`config.mk`:
```
export PLATFORM = sky130hd
export DESIGN_NAME = ysyx_22040750_ex_mem_stage
export DESIGN_NICKNAME = d
export VERILOG_FILES = /design/src/rtl/ysyx_22040750_pkg.sv /design/src/rtl/ysyx_22040750_pipe_slot.sv /design/src/rtl/ysyx_22040750_ex_mem_stage.sv
export SDC_FILE = /design/constraint.sdc
export NUM_CORES = 1
export LEC_CHECK = 0
export ABC_AREA = 1
export CORE_AREA = 2 2 164 166
export DETAILED_ROUTE_END_ITERATION = 6
export DIE_AREA = 0 0 166 168
export PLACE_DENSITY_LB_ADDON = 0.05
export SLEW_MARGIN = 20
export SYNTH_ARGS = -nofsm -noshare
export SYNTH_HDL_FRONTEND = slang
export SYNTH_HIERARCHICAL = 1
export SYNTH_SLANG_ARGS = --single-unit
```
`constraint.sdc`:
```
create_clock -name I_sys_clk -period 3.4 [get_ports I_sys_clk]
set_clock_uncertainty 0.1 [all_clocks]
set_input_delay 0.51 -clock I_sys_clk [delete_from_list [all_inputs] [get_ports I_sys_clk]]
set_output_delay 0.51 -clock I_sys_clk [all_outputs]
set_load 0.05 [all_outputs]
```
`src/rtl/ysyx_22040750_pkg.sv`:
```
// rtl/ysyx_22040750_pkg.sv - shared constants, FSM encoding and EX->MEM payload type
package ysyx_22040750_pkg;

    localparam int XLEN    = 64;
    localparam int RD_W    = 5;
    localparam int MSIZE_W = 3;

    // Memory access size/sign codes carried in mem_size
    localparam logic [MSIZE_W-1:0] MSIZE_B  = 3'd0;
    localparam logic [MSIZE_W-1:0] MSIZE_H  = 3'd1;
    localparam logic [MSIZE_W-1:0] MSIZE_W4 = 3'd2;
    localparam logic [MSIZE_W-1:0] MSIZE_D  = 3'd3;
    localparam logic [MSIZE_W-1:0] MSIZE_BU = 3'd4;
    localparam logic [MSIZE_W-1:0] MSIZE_HU = 3'd5;
    localparam logic [MSIZE_W-1:0] MSIZE_WU = 3'd6;

    typedef enum logic [1:0] {
        IDLE  = 2'd0,
        BUSY  = 2'd1,
        DRAIN = 2'd2
    } ex_state_e;

    typedef struct packed {
        logic [XLEN-1:0]    result;
        logic [XLEN-1:0]    store_data;
        logic [RD_W-1:0]    rd;
        logic               rd_wen;
        logic               mem_ren;
        logic               mem_wen;
        logic [MSIZE_W-1:0] mem_size;
        logic [XLEN-1:0]    pc;
    } mem_payload_t;

endpackage

```
`src/rtl/ysyx_22040750_pipe_slot.sv`:
```
// rtl/ysyx_22040750_pipe_slot.sv - one payload+valid pipeline register with load/clear
// Ports:
//   clk_i, rst_i      clock, synchronous active-high reset
//   load_i, data_i    capture data_i and set valid (load wins over clear)
//   clear_i           drop valid, payload held
//   valid_o, data_o   registered valid and payload
module ysyx_22040750_pipe_slot
    import ysyx_22040750_pkg::*;
(
    input  logic         clk_i,
    input  logic         rst_i,
    input  logic         load_i,
    input  logic         clear_i,
    input  mem_payload_t data_i,
    output logic         valid_o,
    output mem_payload_t data_o
);

    logic         valid_q;
    mem_payload_t data_q;

    always_ff @(posedge clk_i) begin
        if (rst_i) begin
            valid_q <= 1'b0;
            data_q  <= '0;
        end else if (load_i) begin
            valid_q <= 1'b1;
            data_q  <= data_i;
        end else if (clear_i) begin
            valid_q <= 1'b0;
        end
    end

    assign valid_o = valid_q;
    assign data_o  = data_q;

endmodule

```
`src/rtl/ysyx_22040750_ex_mem_stage.sv`:
```
// rtl/ysyx_22040750_ex_mem_stage.sv - EX->MEM pipeline register with mul/div sequencing
// Optional feature macro: EX_MEM_SKID_EN (adds a skid entry, registered O_EX_MEM_ready).
// Ports:
//   I_sys_clk, I_rst            clock, synchronous active-high reset
//   I_EX_*, I_alu_*, I_rd ...   EX instruction and ALU result inputs
//   I_flush                     kill EX instruction and in-flight mul/div
//   I_MEM_ready                 MEM accepts the head entry
//   O_multicycle_start          one-cycle start pulse to the ALU
//   O_EX_MEM_ready              ALU may hand over a result this cycle
//   O_EX_ready                  EX instruction retires this cycle
//   O_MEM_valid, O_result ...   registered MEM payload
module ysyx_22040750_ex_mem_stage
    import ysyx_22040750_pkg::*;
(
    input  logic               I_sys_clk,
    input  logic               I_rst,
    input  logic               I_EX_valid,
    input  logic               I_EX_multicycle,
    input  logic [XLEN-1:0]    I_alu_result,
    input  logic               I_alu_result_valid,
    input  logic [XLEN-1:0]    I_store_data,
    input  logic [RD_W-1:0]    I_rd,
    input  logic               I_rd_wen,
    input  logic               I_mem_ren,
    input  logic               I_mem_wen,
    input  logic [MSIZE_W-1:0] I_mem_size,
    input  logic [XLEN-1:0]    I_pc,
    input  logic               I_flush,
    input  logic               I_MEM_ready,
    output logic               O_multicycle_start,
    output logic               O_EX_MEM_ready,
    output logic               O_EX_ready,
    output logic               O_MEM_valid,
    output logic [XLEN-1:0]    O_result,
    output logic [XLEN-1:0]    O_store_data,
    output logic [RD_W-1:0]    O_rd,
    output logic               O_rd_wen,
    output logic               O_mem_ren,
    output logic               O_mem_wen,
    output logic [MSIZE_W-1:0] O_mem_size,
    output logic [XLEN-1:0]    O_pc
);

    ex_state_e    state_q;
    mem_payload_t ex_payload;
    mem_payload_t head_data;
    mem_payload_t head_in;
    logic         head_valid;
    logic         head_load;
    logic         head_clear;
    logic         can_acc;
    logic         fire;

    assign ex_payload = '{result:     I_alu_result,
                          store_data: I_store_data,
                          rd:         I_rd,
                          rd_wen:     I_rd_wen,
                          mem_ren:    I_mem_ren,
                          mem_wen:    I_mem_wen,
                          mem_size:   I_mem_size,
                          pc:         I_pc};

    assign O_multicycle_start = (state_q == IDLE) & I_EX_valid & I_EX_multicycle & ~I_flush;

    assign fire = I_EX_valid & I_alu_result_valid & can_acc & ~I_flush &
                  (((state_q == IDLE) & ~I_EX_multicycle) | (state_q == BUSY));

    assign O_EX_ready     = fire;
    // While draining, the stale result must be taken off the ALU so it does not replay later.
    assign O_EX_MEM_ready = (state_q == DRAIN) | can_acc;

    always_ff @(posedge I_sys_clk) begin
        if (I_rst) begin
            state_q <= IDLE;
        end else begin
            case (state_q)
                IDLE:  if (O_multicycle_start) state_q <= BUSY;
                BUSY: begin
                    if (I_flush) begin
                        // A result handed over in the flush cycle is already gone; nothing left to drain.
                        state_q <= (I_alu_result_valid & can_acc) ? IDLE : DRAIN;
                    end else if (fire) begin
                        state_q <= IDLE;
                    end
                end
                DRAIN: if (I_alu_result_valid) state_q <= IDLE;
                default: state_q <= IDLE;
            endcase
        end
    end

`ifdef EX_MEM_SKID_EN
    mem_payload_t skid_data;
    logic         skid_valid;
    logic         pop;

    // Acceptance depends only on the skid register, so I_MEM_ready never reaches the ALU handshake.
    assign can_acc    = ~skid_valid;
    assign pop        = head_valid & I_MEM_ready;
    // fire implies the skid is empty, so a skid refill and a new capture never collide.
    assign head_load  = (pop & skid_valid) | (fire & (~head_valid | pop));
    assign head_in    = skid_valid ? skid_data : ex_payload;
    assign head_clear = pop;

    ysyx_22040750_pipe_slot u_skid (
        .clk_i   (I_sys_clk),
        .rst_i   (I_rst),
        .load_i  (fire & head_valid & ~pop),
        .clear_i (pop),
        .data_i  (ex_payload),
        .valid_o (skid_valid),
        .data_o  (skid_data)
    );
`else
    assign can_acc    = ~head_valid | I_MEM_ready;
    assign head_load  = fire;
    assign head_in    = ex_payload;
    assign head_clear = I_MEM_ready;
`endif

    ysyx_22040750_pipe_slot u_head (
        .clk_i   (I_sys_clk),
        .rst_i   (I_rst),
        .load_i  (head_load),
        .clear_i (head_clear),
        .data_i  (head_in),
        .valid_o (head_valid),
        .data_o  (head_data)
    );

    assign O_MEM_valid  = head_valid;
    assign O_result     = head_data.result;
    assign O_store_data = head_data.store_data;
    assign O_rd         = head_data.rd;
    assign O_rd_wen     = head_data.rd_wen;
    assign O_mem_ren    = head_data.mem_ren;
    assign O_mem_wen    = head_data.mem_wen;
    assign O_mem_size   = head_data.mem_size;
    assign O_pc         = head_data.pc;

endmodule
```
==> results by group <==
Status
  • Status: finished, final reports clean

Clocking
  • Clk buf depth: 3
  • Worst skew pair latency: approximately 500 ps
  • # resized after CTS: 0
  • CTS Hold Buffers Added: 0
  • Clock root cell: clkbuf_16
  • CTS Buf Count: 25
  • Clock Sink Count: roughly 210
  • Clk slew on worst S/H paths: 60 ps
  • H-tree depth: 1
  • CTS tree: done
  • Setup Fix Bufs, Post-CTS: 0

STA
  • RSZ-0062 raised after global routing: no
  • Hold Slack: 389 ps
  • Final period util: 81.5%
  • Count of final hold-check violations: 0
  • Rel. slew slack: 58.8%
  • Fmax: about 360 MHz
  • Pins Over Slew Limit: 0
  • # setup viols final: 0
  • Tightest Pin Transition: a little over 600 ps
  • Sum Neg Setup Slack: 0 ps
  • Crit path time final: around 2800 ps

Synth
  • Seq/Total Area, Yosys: between 50% and 60%
  • Post-synth ARST share: 0%
  • Yosys top cell by area: dfxtp_1
  • FF+latch count, synth: 206
  • Yosys warns: 6
  • Post-synth top cells: 408 x nor2_1, 206 x dfxtp_1, 203 x o21ai_0, 29 x clkbuf_1, 18 x buf_6
  • Share of the synthesized area in the top cell type: a little under three fifths
  • Top cells by area, synth: dfxtp_1 57%, nor2_1 21%, o21ai_0 14%, buf_6 2.8%, clkbuf_1 1.5%
  • Count leader, synth: nor2_1
  • Syn Nets: 1116
  • Post-synthesis cell count: roughly 910
  • Number of enable flip-flop cells after synthesis: 0
  • Cell area after synthesis: 7210 um^2
  • Distinct cells, synth: 18
  • Mapped Avg Cell Area: between 7 and 8 um^2
  • Most used DFF post-synth: dfxtp_1

Power
  • Power Dens Cells: 493 nW/um^2
  • Maximum vdd ir drop: ~0.36 mV
  • P_leak: between 5 and 6 nW

Floorplanning
  • I/O pin count: 417
  • Die area: roughly 28000 um^2
  • Die Ht: 168 um
  • Starting Density: 27.3%
  • Row count: 60
  • Die W: between 150 and 200 um
  • Core footprint: 26400 um^2

Job
  • Maxcap violations: 0

Worst setup path
  • Worst Setup End Kind: output pin
  • Most frequent cell on the critical path: clkdlybuf4s50_1
  • CP Data Required Time: ~2800 ps
  • Peak fanout along the critical path: 2
  • CP arrival: between 2000 and 2500 ps
  • Largest delay contributor family on the critical path: buffers and inverters
  • Crit path kind: in2out
  • Worst Path Buf+Inv: 3
  • Slowest stage delay, CP: 790 ps
  • Crit-path cells: clkdlybuf4s50_1 > nor3b_2 > nand2_1 > inv_1 > clkdlybuf4s50_1
  • CP Launch Type: input port
  • Slowest cell on crit path: clkdlybuf4s50_1

GRT
  • Number of global-route vias before repair: approximately 7000
  • Initial antenna violation count: 2
  • Largest net degree at the start of global routing: 102
  • Overflow after GRT: 0
  • Global-route usage over all layers: between 15 and 20%
  • First-pass GRT wire length: just over 40 mm

Routing
  • Via density: approximately 4.3
  • Wire per inst: roughly 16 um
  • Antenna viol nets, final: 0
  • Final WL: 26.5 mm
  • DRC violations left: 0
  • DRT iter0 DRCs: approximately 420
  • Vias after detailed routing: 7196
  • 1st-pass router iterations: 4

Placement
  • IO buf count: 416
  • Post-DP Area: around 12000 um^2
  • Routability Congestion: a little under 0.8
  • HPWL after detailed placement: ~18 mm

Layout
  • Final Cell Area: between 10000 and 15000 um^2
  • Area added between synthesis and finish: 72.2%
  • Total Nets Final: roughly 1500
  • Layout cell share with drive strength beyond 1: 4.57%

Min path
  • Worst min path class: reg2reg
area by class of cell:
cell class	count	area (um^2)
Clock buffer	34	719
Sequential cell	206	4120
Clock inverter	9	75.1
Tap cell	341	427
Multi-Input combinational cell	625	2630
Inverter	9	43.8
Timing Repair Buffer	429	4380
Fill cell	2610	13900
Antenna cell	2	5.00
where the power goes:
part / internal, mW / switching [mW] / total, mW
clock network: 1.54 / 1.04 / 2.59
registers: 2.51 / 0.0434 / 2.55
logic: 0.421 / 0.553 / 0.975
tightest hold or removal path: stages, from the launching register on:
cell and delay (ps):
dfxtp_1 320, nand2_1 80, a21oi_2 40
cell usage in the layout (no fill, tap or decap), drive strengths merged:
cell           instances
nand4                  1
nor2                 408
inv                    9
diode                  2
bufinv                 1
nand3b                 1
dfxtp                206
clkinv                 6
o21bai                 1
nor3                   1
nand2                  6
buf                   14
a21oi                  3
nor3b                  1
o21ai                203
clkinvlp               2
clkdlybuf4s50        415
clkbuf                34
flip-flops by register name, indices dropped and copies added, names as in the netlist:
name and cells:
u_head/valid_o 1, state_q 2, u_head/data_o 203
layer usage:
| layer | routed length [um] | share of wire, % | vias to the layer above | GRT usage (%) |
|---|---|---|---|---|
| li1 | - | - | 3668 | - |
| met1 | 10800 | 41 | 3239 | 20.8 |
| met2 | 12400 | 47 | 260 | 30.5 |
| met3 | 2710 | 10 | 29 | 8.04 |
| met4 | 576 | 2.2 | 0 | 4.57 |
| met5 | 0 | 0 | - | 0 |
per-stage QoR:
stage / utilization [%] / worst slack [ps] / cells / power (mW)
after floorplan: - / 1290 / 906 / 3.09
after global placement: 44.1 / 651 / 1610 / 3.58
after detailed placement: 44.1 / 634 / 1610 / 3.58
after CTS: 47.1 / 618 / 1653 / 6.21
after global routing: 47.1 / 514 / 1654 / 6.35
final: 47.1 / 628 / 1655 / 6.11
worst paths after layout:
kind                        endpoint  slack [ps]           start  cells after the start
setup / recovery  O_multicycle_start         630      I_EX_valid                      5
hold / removal        u_head/valid_o         390  u_head/valid_o                      2
setup reg to reg   u_head/data_o[37]        1490      state_q[1]                      7
hold reg to reg       u_head/valid_o         390  u_head/valid_o                      2
cells by family (layout without fill, tap and decap cells):
| group | Yosys count | after routing | synth area share (%) |
|---|---|---|---|
| AO/OA/AOI/OAI | 207 | 207 | 14.5 |
| buffers and inverters | 75 | 481 | 6.25 |
| flip-flops | 206 | 206 | 57.2 |
| other | 0 | 2 | 0 |
| AND/OR/NAND/NOR | 418 | 418 | 22.0 |
Power figures use the tool's default switching activity.
